==> src/rtl/mem_arbiter_if.sv <==
// Bundles the load, store, response and memory-side signals of the data-memory arbiter.
// Names carry i_/o_ as seen from the arbiter; the slave modport is the arbiter side.
interface mem_arbiter_if #(
  parameter int TAG_W = 3
);
  logic             i_flush;
  logic             i_ld_valid;
  logic             o_ld_ready;
  logic [7:0]       i_ld_addr;
  logic [TAG_W-1:0] i_ld_tag;
  logic             i_st_valid;
  logic             o_st_ready;
  logic [7:0]       i_st_addr;
  logic [7:0]       i_st_data;
  logic             o_ld_resp_valid;
  logic [TAG_W-1:0] o_ld_resp_tag;
  logic [7:0]       o_ld_resp_data;
  logic             o_mem_en;
  logic             o_mem_wr;
  logic [7:0]       o_mem_addr;
  logic [7:0]       o_mem_wdata;
  logic [7:0]       i_mem_rdata;

  modport slave (
    input  i_flush, i_ld_valid, i_ld_addr, i_ld_tag,
    input  i_st_valid, i_st_addr, i_st_data, i_mem_rdata,
    output o_ld_ready, o_st_ready, o_ld_resp_valid, o_ld_resp_tag, o_ld_resp_data,
    output o_mem_en, o_mem_wr, o_mem_addr, o_mem_wdata
  );

  modport master (
    output i_flush, i_ld_valid, i_ld_addr, i_ld_tag,
    output i_st_valid, i_st_addr, i_st_data, i_mem_rdata,
    input  o_ld_ready, o_st_ready, o_ld_resp_valid, o_ld_resp_tag, o_ld_resp_data,
    input  o_mem_en, o_mem_wr, o_mem_addr, o_mem_wdata
  );
endinterface

==> src/rtl/mem_arbiter.sv <==
// Single-port data-memory arbiter: load-favoured grant with store anti-starvation and
// same-address ordering, plus the one-cycle tagged load response path.
module mem_arbiter #(
  parameter int TAG_W        = 3,
  parameter int STARVE_LIMIT = 4
) (
  input logic          clk,
  input logic          rst,
  mem_arbiter_if.slave io_bus
);
  localparam int CNT_W = $clog2(STARVE_LIMIT + 1);
  localparam logic [CNT_W-1:0] LIMIT = CNT_W'(STARVE_LIMIT);

  logic [CNT_W-1:0] r_starve_cnt;
  logic             r_rd_pend;
  logic [TAG_W-1:0] r_rd_tag;

  logic w_st_wins;
  logic w_st_fire;
  logic w_ld_fire;
  logic w_resp_valid;

  // An older store to the same address must reach memory before the load reads it.
  assign w_st_wins = io_bus.i_st_valid &
                     ((r_starve_cnt == LIMIT) | ~io_bus.i_ld_valid |
                      (io_bus.i_ld_addr == io_bus.i_st_addr) | io_bus.i_flush);

  assign w_st_fire = ~rst & w_st_wins;
  assign w_ld_fire = ~rst & io_bus.i_ld_valid & ~io_bus.i_flush & ~w_st_wins;

  assign io_bus.o_st_ready  = w_st_fire;
  assign io_bus.o_ld_ready  = w_ld_fire;
  assign io_bus.o_mem_en    = w_st_fire | w_ld_fire;
  assign io_bus.o_mem_wr    = w_st_fire;
  assign io_bus.o_mem_addr  = w_st_fire ? io_bus.i_st_addr :
                              w_ld_fire ? io_bus.i_ld_addr : 8'h00;
  assign io_bus.o_mem_wdata = w_st_fire ? io_bus.i_st_data : 8'h00;

  // Reset gates the response too, so a load fired just before reset never returns.
  assign w_resp_valid           = r_rd_pend & ~io_bus.i_flush & ~rst;
  assign io_bus.o_ld_resp_valid = w_resp_valid;
  assign io_bus.o_ld_resp_tag   = rst ? '0 : r_rd_tag;
  assign io_bus.o_ld_resp_data  = w_resp_valid ? io_bus.i_mem_rdata : 8'h00;

  always_ff @(posedge clk) begin
    if (rst) begin
      r_starve_cnt <= '0;
    end else if (w_st_fire || !io_bus.i_st_valid) begin
      r_starve_cnt <= '0;
    end else if (w_ld_fire && r_starve_cnt != LIMIT) begin
      r_starve_cnt <= r_starve_cnt + CNT_W'(1);
    end
  end

  always_ff @(posedge clk) begin
    if (rst) begin
      r_rd_pend <= 1'b0;
      r_rd_tag  <= '0;
    end else begin
      r_rd_pend <= w_ld_fire;
      if (w_ld_fire) begin
        r_rd_tag <= io_bus.i_ld_tag;
      end
    end
  end
endmodule

==> src/flat_wrapper.sv <==
// flat-port wrapper written by rule: the top's interface ports become plain ports
module mem_arbiter_flat 
#(
  parameter int TAG_W        = 3,
  parameter int STARVE_LIMIT = 4
)
  (clk, rst, io_bus_i_flush, io_bus_i_ld_valid, io_bus_i_ld_addr, io_bus_i_ld_tag, io_bus_i_st_valid, io_bus_i_st_addr, io_bus_i_st_data, io_bus_i_mem_rdata, io_bus_o_ld_ready, io_bus_o_st_ready, io_bus_o_ld_resp_valid, io_bus_o_ld_resp_tag, io_bus_o_ld_resp_data, io_bus_o_mem_en, io_bus_o_mem_wr, io_bus_o_mem_addr, io_bus_o_mem_wdata);
  mem_arbiter_if #(.TAG_W(TAG_W)) io_bus_i ();
  input logic clk;
  input logic rst;
  input wire logic [$bits(io_bus_i.i_flush)-1:0] io_bus_i_flush;
  input wire logic [$bits(io_bus_i.i_ld_valid)-1:0] io_bus_i_ld_valid;
  input wire logic [$bits(io_bus_i.i_ld_addr)-1:0] io_bus_i_ld_addr;
  input wire logic [$bits(io_bus_i.i_ld_tag)-1:0] io_bus_i_ld_tag;
  input wire logic [$bits(io_bus_i.i_st_valid)-1:0] io_bus_i_st_valid;
  input wire logic [$bits(io_bus_i.i_st_addr)-1:0] io_bus_i_st_addr;
  input wire logic [$bits(io_bus_i.i_st_data)-1:0] io_bus_i_st_data;
  input wire logic [$bits(io_bus_i.i_mem_rdata)-1:0] io_bus_i_mem_rdata;
  output wire logic [$bits(io_bus_i.o_ld_ready)-1:0] io_bus_o_ld_ready;
  output wire logic [$bits(io_bus_i.o_st_ready)-1:0] io_bus_o_st_ready;
  output wire logic [$bits(io_bus_i.o_ld_resp_valid)-1:0] io_bus_o_ld_resp_valid;
  output wire logic [$bits(io_bus_i.o_ld_resp_tag)-1:0] io_bus_o_ld_resp_tag;
  output wire logic [$bits(io_bus_i.o_ld_resp_data)-1:0] io_bus_o_ld_resp_data;
  output wire logic [$bits(io_bus_i.o_mem_en)-1:0] io_bus_o_mem_en;
  output wire logic [$bits(io_bus_i.o_mem_wr)-1:0] io_bus_o_mem_wr;
  output wire logic [$bits(io_bus_i.o_mem_addr)-1:0] io_bus_o_mem_addr;
  output wire logic [$bits(io_bus_i.o_mem_wdata)-1:0] io_bus_o_mem_wdata;
  assign io_bus_i.i_flush = io_bus_i_flush;
  assign io_bus_i.i_ld_valid = io_bus_i_ld_valid;
  assign io_bus_i.i_ld_addr = io_bus_i_ld_addr;
  assign io_bus_i.i_ld_tag = io_bus_i_ld_tag;
  assign io_bus_i.i_st_valid = io_bus_i_st_valid;
  assign io_bus_i.i_st_addr = io_bus_i_st_addr;
  assign io_bus_i.i_st_data = io_bus_i_st_data;
  assign io_bus_i.i_mem_rdata = io_bus_i_mem_rdata;
  assign io_bus_o_ld_ready = io_bus_i.o_ld_ready;
  assign io_bus_o_st_ready = io_bus_i.o_st_ready;
  assign io_bus_o_ld_resp_valid = io_bus_i.o_ld_resp_valid;
  assign io_bus_o_ld_resp_tag = io_bus_i.o_ld_resp_tag;
  assign io_bus_o_ld_resp_data = io_bus_i.o_ld_resp_data;
  assign io_bus_o_mem_en = io_bus_i.o_mem_en;
  assign io_bus_o_mem_wr = io_bus_i.o_mem_wr;
  assign io_bus_o_mem_addr = io_bus_i.o_mem_addr;
  assign io_bus_o_mem_wdata = io_bus_i.o_mem_wdata;
  mem_arbiter #(.TAG_W(TAG_W), .STARVE_LIMIT(STARVE_LIMIT)) u_core (.clk(clk), .rst(rst), .io_bus(io_bus_i));
endmodule
==> config.mk <==
export PLATFORM = sky130hd
export DESIGN_NAME = mem_arbiter_flat
export DESIGN_NICKNAME = d
export VERILOG_FILES = /design/src/rtl/mem_arbiter_if.sv /design/src/rtl/mem_arbiter.sv /design/src/flat_wrapper.sv
export SDC_FILE = /design/constraint.sdc
export NUM_CORES = 1
export LEC_CHECK = 0
export CORE_MARGIN = 2
export CORE_UTILIZATION = 25
export CTS_CLUSTER_SIZE = 10
export DETAILED_ROUTE_END_ITERATION = 10
export GPL_TIMING_DRIVEN = 0
export PLACE_DENSITY = 0.75
export SETUP_SLACK_MARGIN = 0.3
export SYNTH_ARGS = -nofsm -noshare
export SYNTH_HDL_FRONTEND = slang
export SYNTH_SLANG_ARGS = --single-unit
==> constraint.sdc <==
create_clock -name clk -period 2.24 [get_ports clk]
set_input_delay 0.224 -clock clk [delete_from_list [all_inputs] [get_ports clk]]
set_output_delay 0.224 -clock clk [all_outputs]
set_load 0.01 [all_outputs]
==> out/metrics.cfg <==
[route]
antenna_left=0
wl_um=2430
first_iter_violations=5
num_vias=886
drt-wirelength-per-cell_um=13.1
first_pass_iters=3
drcViolationCount=0
routed_via_density=4.76

[clock_tree]
root_buffer=clkbuf_4
cts_tree=done
hold_buffers=0
h-tree-depth=1
clock_path_buffers=2
clkLatencyLatePin_ns=0.26
cts_made_buffers=3
clk_pin_slew_ns=0.05
cts.sinks=7

[pwr]
leakage_nw=0.665
switching_share_pct=27.5
seq_power_share_pct=29.6
clockPowerShare_pct=26.9
power.internal_uw=319
netSwitchingPower_uw=121
irDropWorstVdd_mv=0.173
power.density_nw_per_um2=292
comb_power_share_pct=43.5

[critical_path]
r2r_start=u_core.r_starve_cnt[1]$_SDFFE_PP0P_
path_class=register to output port
worstPathMaxFanout=6
critical_path_arrival_ns=1.73
end_kind=output port
startpoint=u_core.r_starve_cnt[1]$_SDFFE_PP0P_
cp-start-kind=register
crit_required_ns=2.02

[final_layout]
regArea_um2=143
final_cell_mix=clkdlybuf4s50_1 (33), buf_6 (15), and2_1 (13), clkdlybuf4s15_1 (11), buf_2 (10)
antenna_cells=0
multi_input_area_um2=517
fin_area_um2=1510
fin_cells=186
drive_above_1_share_pct=35.9
finish.net_count=199
area_delta_synth_final_pct=139
final_common_cell=clkdlybuf4s50_1
fillers=211

[timing]
skew_ns=0.00213
setup_violations=0
fmax_mhz=511
fin_crit_sh_pct=87.4
slew_viol_final=0
max_slew_margin_pct=77.3
hold_viol=0
tightestPinTransition_ns=0.340
period_minus_slack_ns=1.96
rsz0062_at_grt=yes

[worst_hold_path]
holdCritStartpoint=u_core.r_starve_cnt[0]$_SDFFE_PP0P_
holdCritPathClass=register to register

[floorplan]
fp.dieH_um=54.3
ios=72
die_area_um2=2950
num_rows=18
die_w_um=54.3
core_area_um2=2430
start_util_pct=26.0

[logic_synthesis]
ys_ff_latch=7
synth_ff_type=dfxtp_1
async_flop_share_pct=0
ys_seq_area_share_pct=22.2
syn-instance-count=72
avgSynthCellArea_um2=8.78
synth_cell_types=25
yosysWarnings=0
syn-num-nets=114
synth_edf_count=0
synth_area_um2=632

[place]
dpl.hpwl_um=1850
io_buffer_count=71
placed_cells=173
gp_congestion=0.823
dpl_cell_area_um2=1380

[global_route]
grt_pass1_wl_um=3470
grt.overflow.total=0
grt_max_degree=10
grt_usage_pct=16.7
grt_pass1_vias=896
antenna_found_initial=0

[job]
cap_violations=0

[status]
status=finished, final reports clean

==> final timing paths <==
check	endpoint	slack, ns	cells past startpoint
min reg2reg	u_core.r_starve_cnt[0]$_SDFFE_PP0P_	0.51	2
max	io_bus_o_mem_addr[6]	0.28	9
max reg2reg	u_core.r_rd_tag[1]$_SDFFE_PP0P_	0.57	9
min	u_core.r_starve_cnt[0]$_SDFFE_PP0P_	0.51	2
==> timing repair <==
action	CTS	global route
cloned	3	1
setup buffers	5	0
gates resized for setup	106	30
hold endpoints to repair	0	0
pin swaps	5	7
setup endpoints to repair	28	23
==> sequential cells by signal, indices dropped and copies added (netlist names) <==
register	cells
u_core.r_rd_pend	1
u_core.r_rd_tag	3
u_core.r_starve_cnt	3
==> per-stage QoR <==
step / total power [mW] / hold WS [ns] / util (%) / setup slack [ns] / TNS (ns)
after global routing: 0.466 / 0.537 / 62.0 / 0.204 / 0
final: 0.440 / 0.511 / 62.0 / 0.282 / 0
after floorplan: 0.195 / 0.330 / - / 0.548 / 0
after global placement: 0.314 / 0.450 / 56.7 / -0.395 / -6.59
after detailed placement: 0.316 / 0.452 / 56.7 / -0.425 / -7.98
after CTS: 0.428 / 0.510 / 58.1 / 0.276 / 0
==> metal layers <==
| layer | GRT usage (%) | wire [µm] |
|---|---|---|
| met1 | 14.5 | 743 |
| met2 | 32.9 | 1270 |
| met3 | 6.28 | 377 |
| met4 | 7.50 | 38 |
| met5 | 0 | 0 |
==> cells by family after synthesis <==
logic type                 count (synthesis)  synth area share, %
AOI/OAI and AO/OA                         15                 20.0
xor gates and xnor gates                   8                 11.1
DFF                                        7                 22.2
adders and majority gates                  2                 3.96
and+or+nand+nor                           29                 28.5
muxes                                      3                 5.94
buffers and inverters                      8                 8.32
==> Yosys cell counts, types with 3 or more instances <==
master | number | share of area, %
a22o_1 | 3 | 4.2
a22o_2 | 5 | 7.9
and2_1 | 16 | 16
dfxtp_1 | 7 | 22
inv_1 | 4 | 2.4
nor2b_1 | 3 | 3.0
xnor2_1 | 8 | 11
==> area by class of cell <==
type	instances	area share, %
Tap cell	30	2.49
Sequential cell	7	9.46
Multi-Input combinational cell	58	34.3
Buffer	4	2.99
Timing Repair Buffer	79	48.0
Inverter	4	0.996
Clock buffer	4	1.74
==> power groups by stage <==
stage	Combinational, mW	Clock, mW	Sequential (mW)
detailed placement	0.184	0	0.132
CTS	0.175	0.123	0.130
finish	0.191	0.118	0.130
global placement	0.182	0	0.132
global route	0.208	0.128	0.130
floorplan	0.0628	0	0.132
==> critical path: stages (launching register included) <==
cell	delay [ns]
dfxtp_2	0.33
inv_2	0.04
ha_4	0.15
a21oi_2	0.13
o21ai_2	0.09
and2b_1	0.18
buf_6	0.13
buf_6	0.12
a22o_1	0.17
buf_2	0.14
Note: power is estimated with default switching activity, not from simulation.
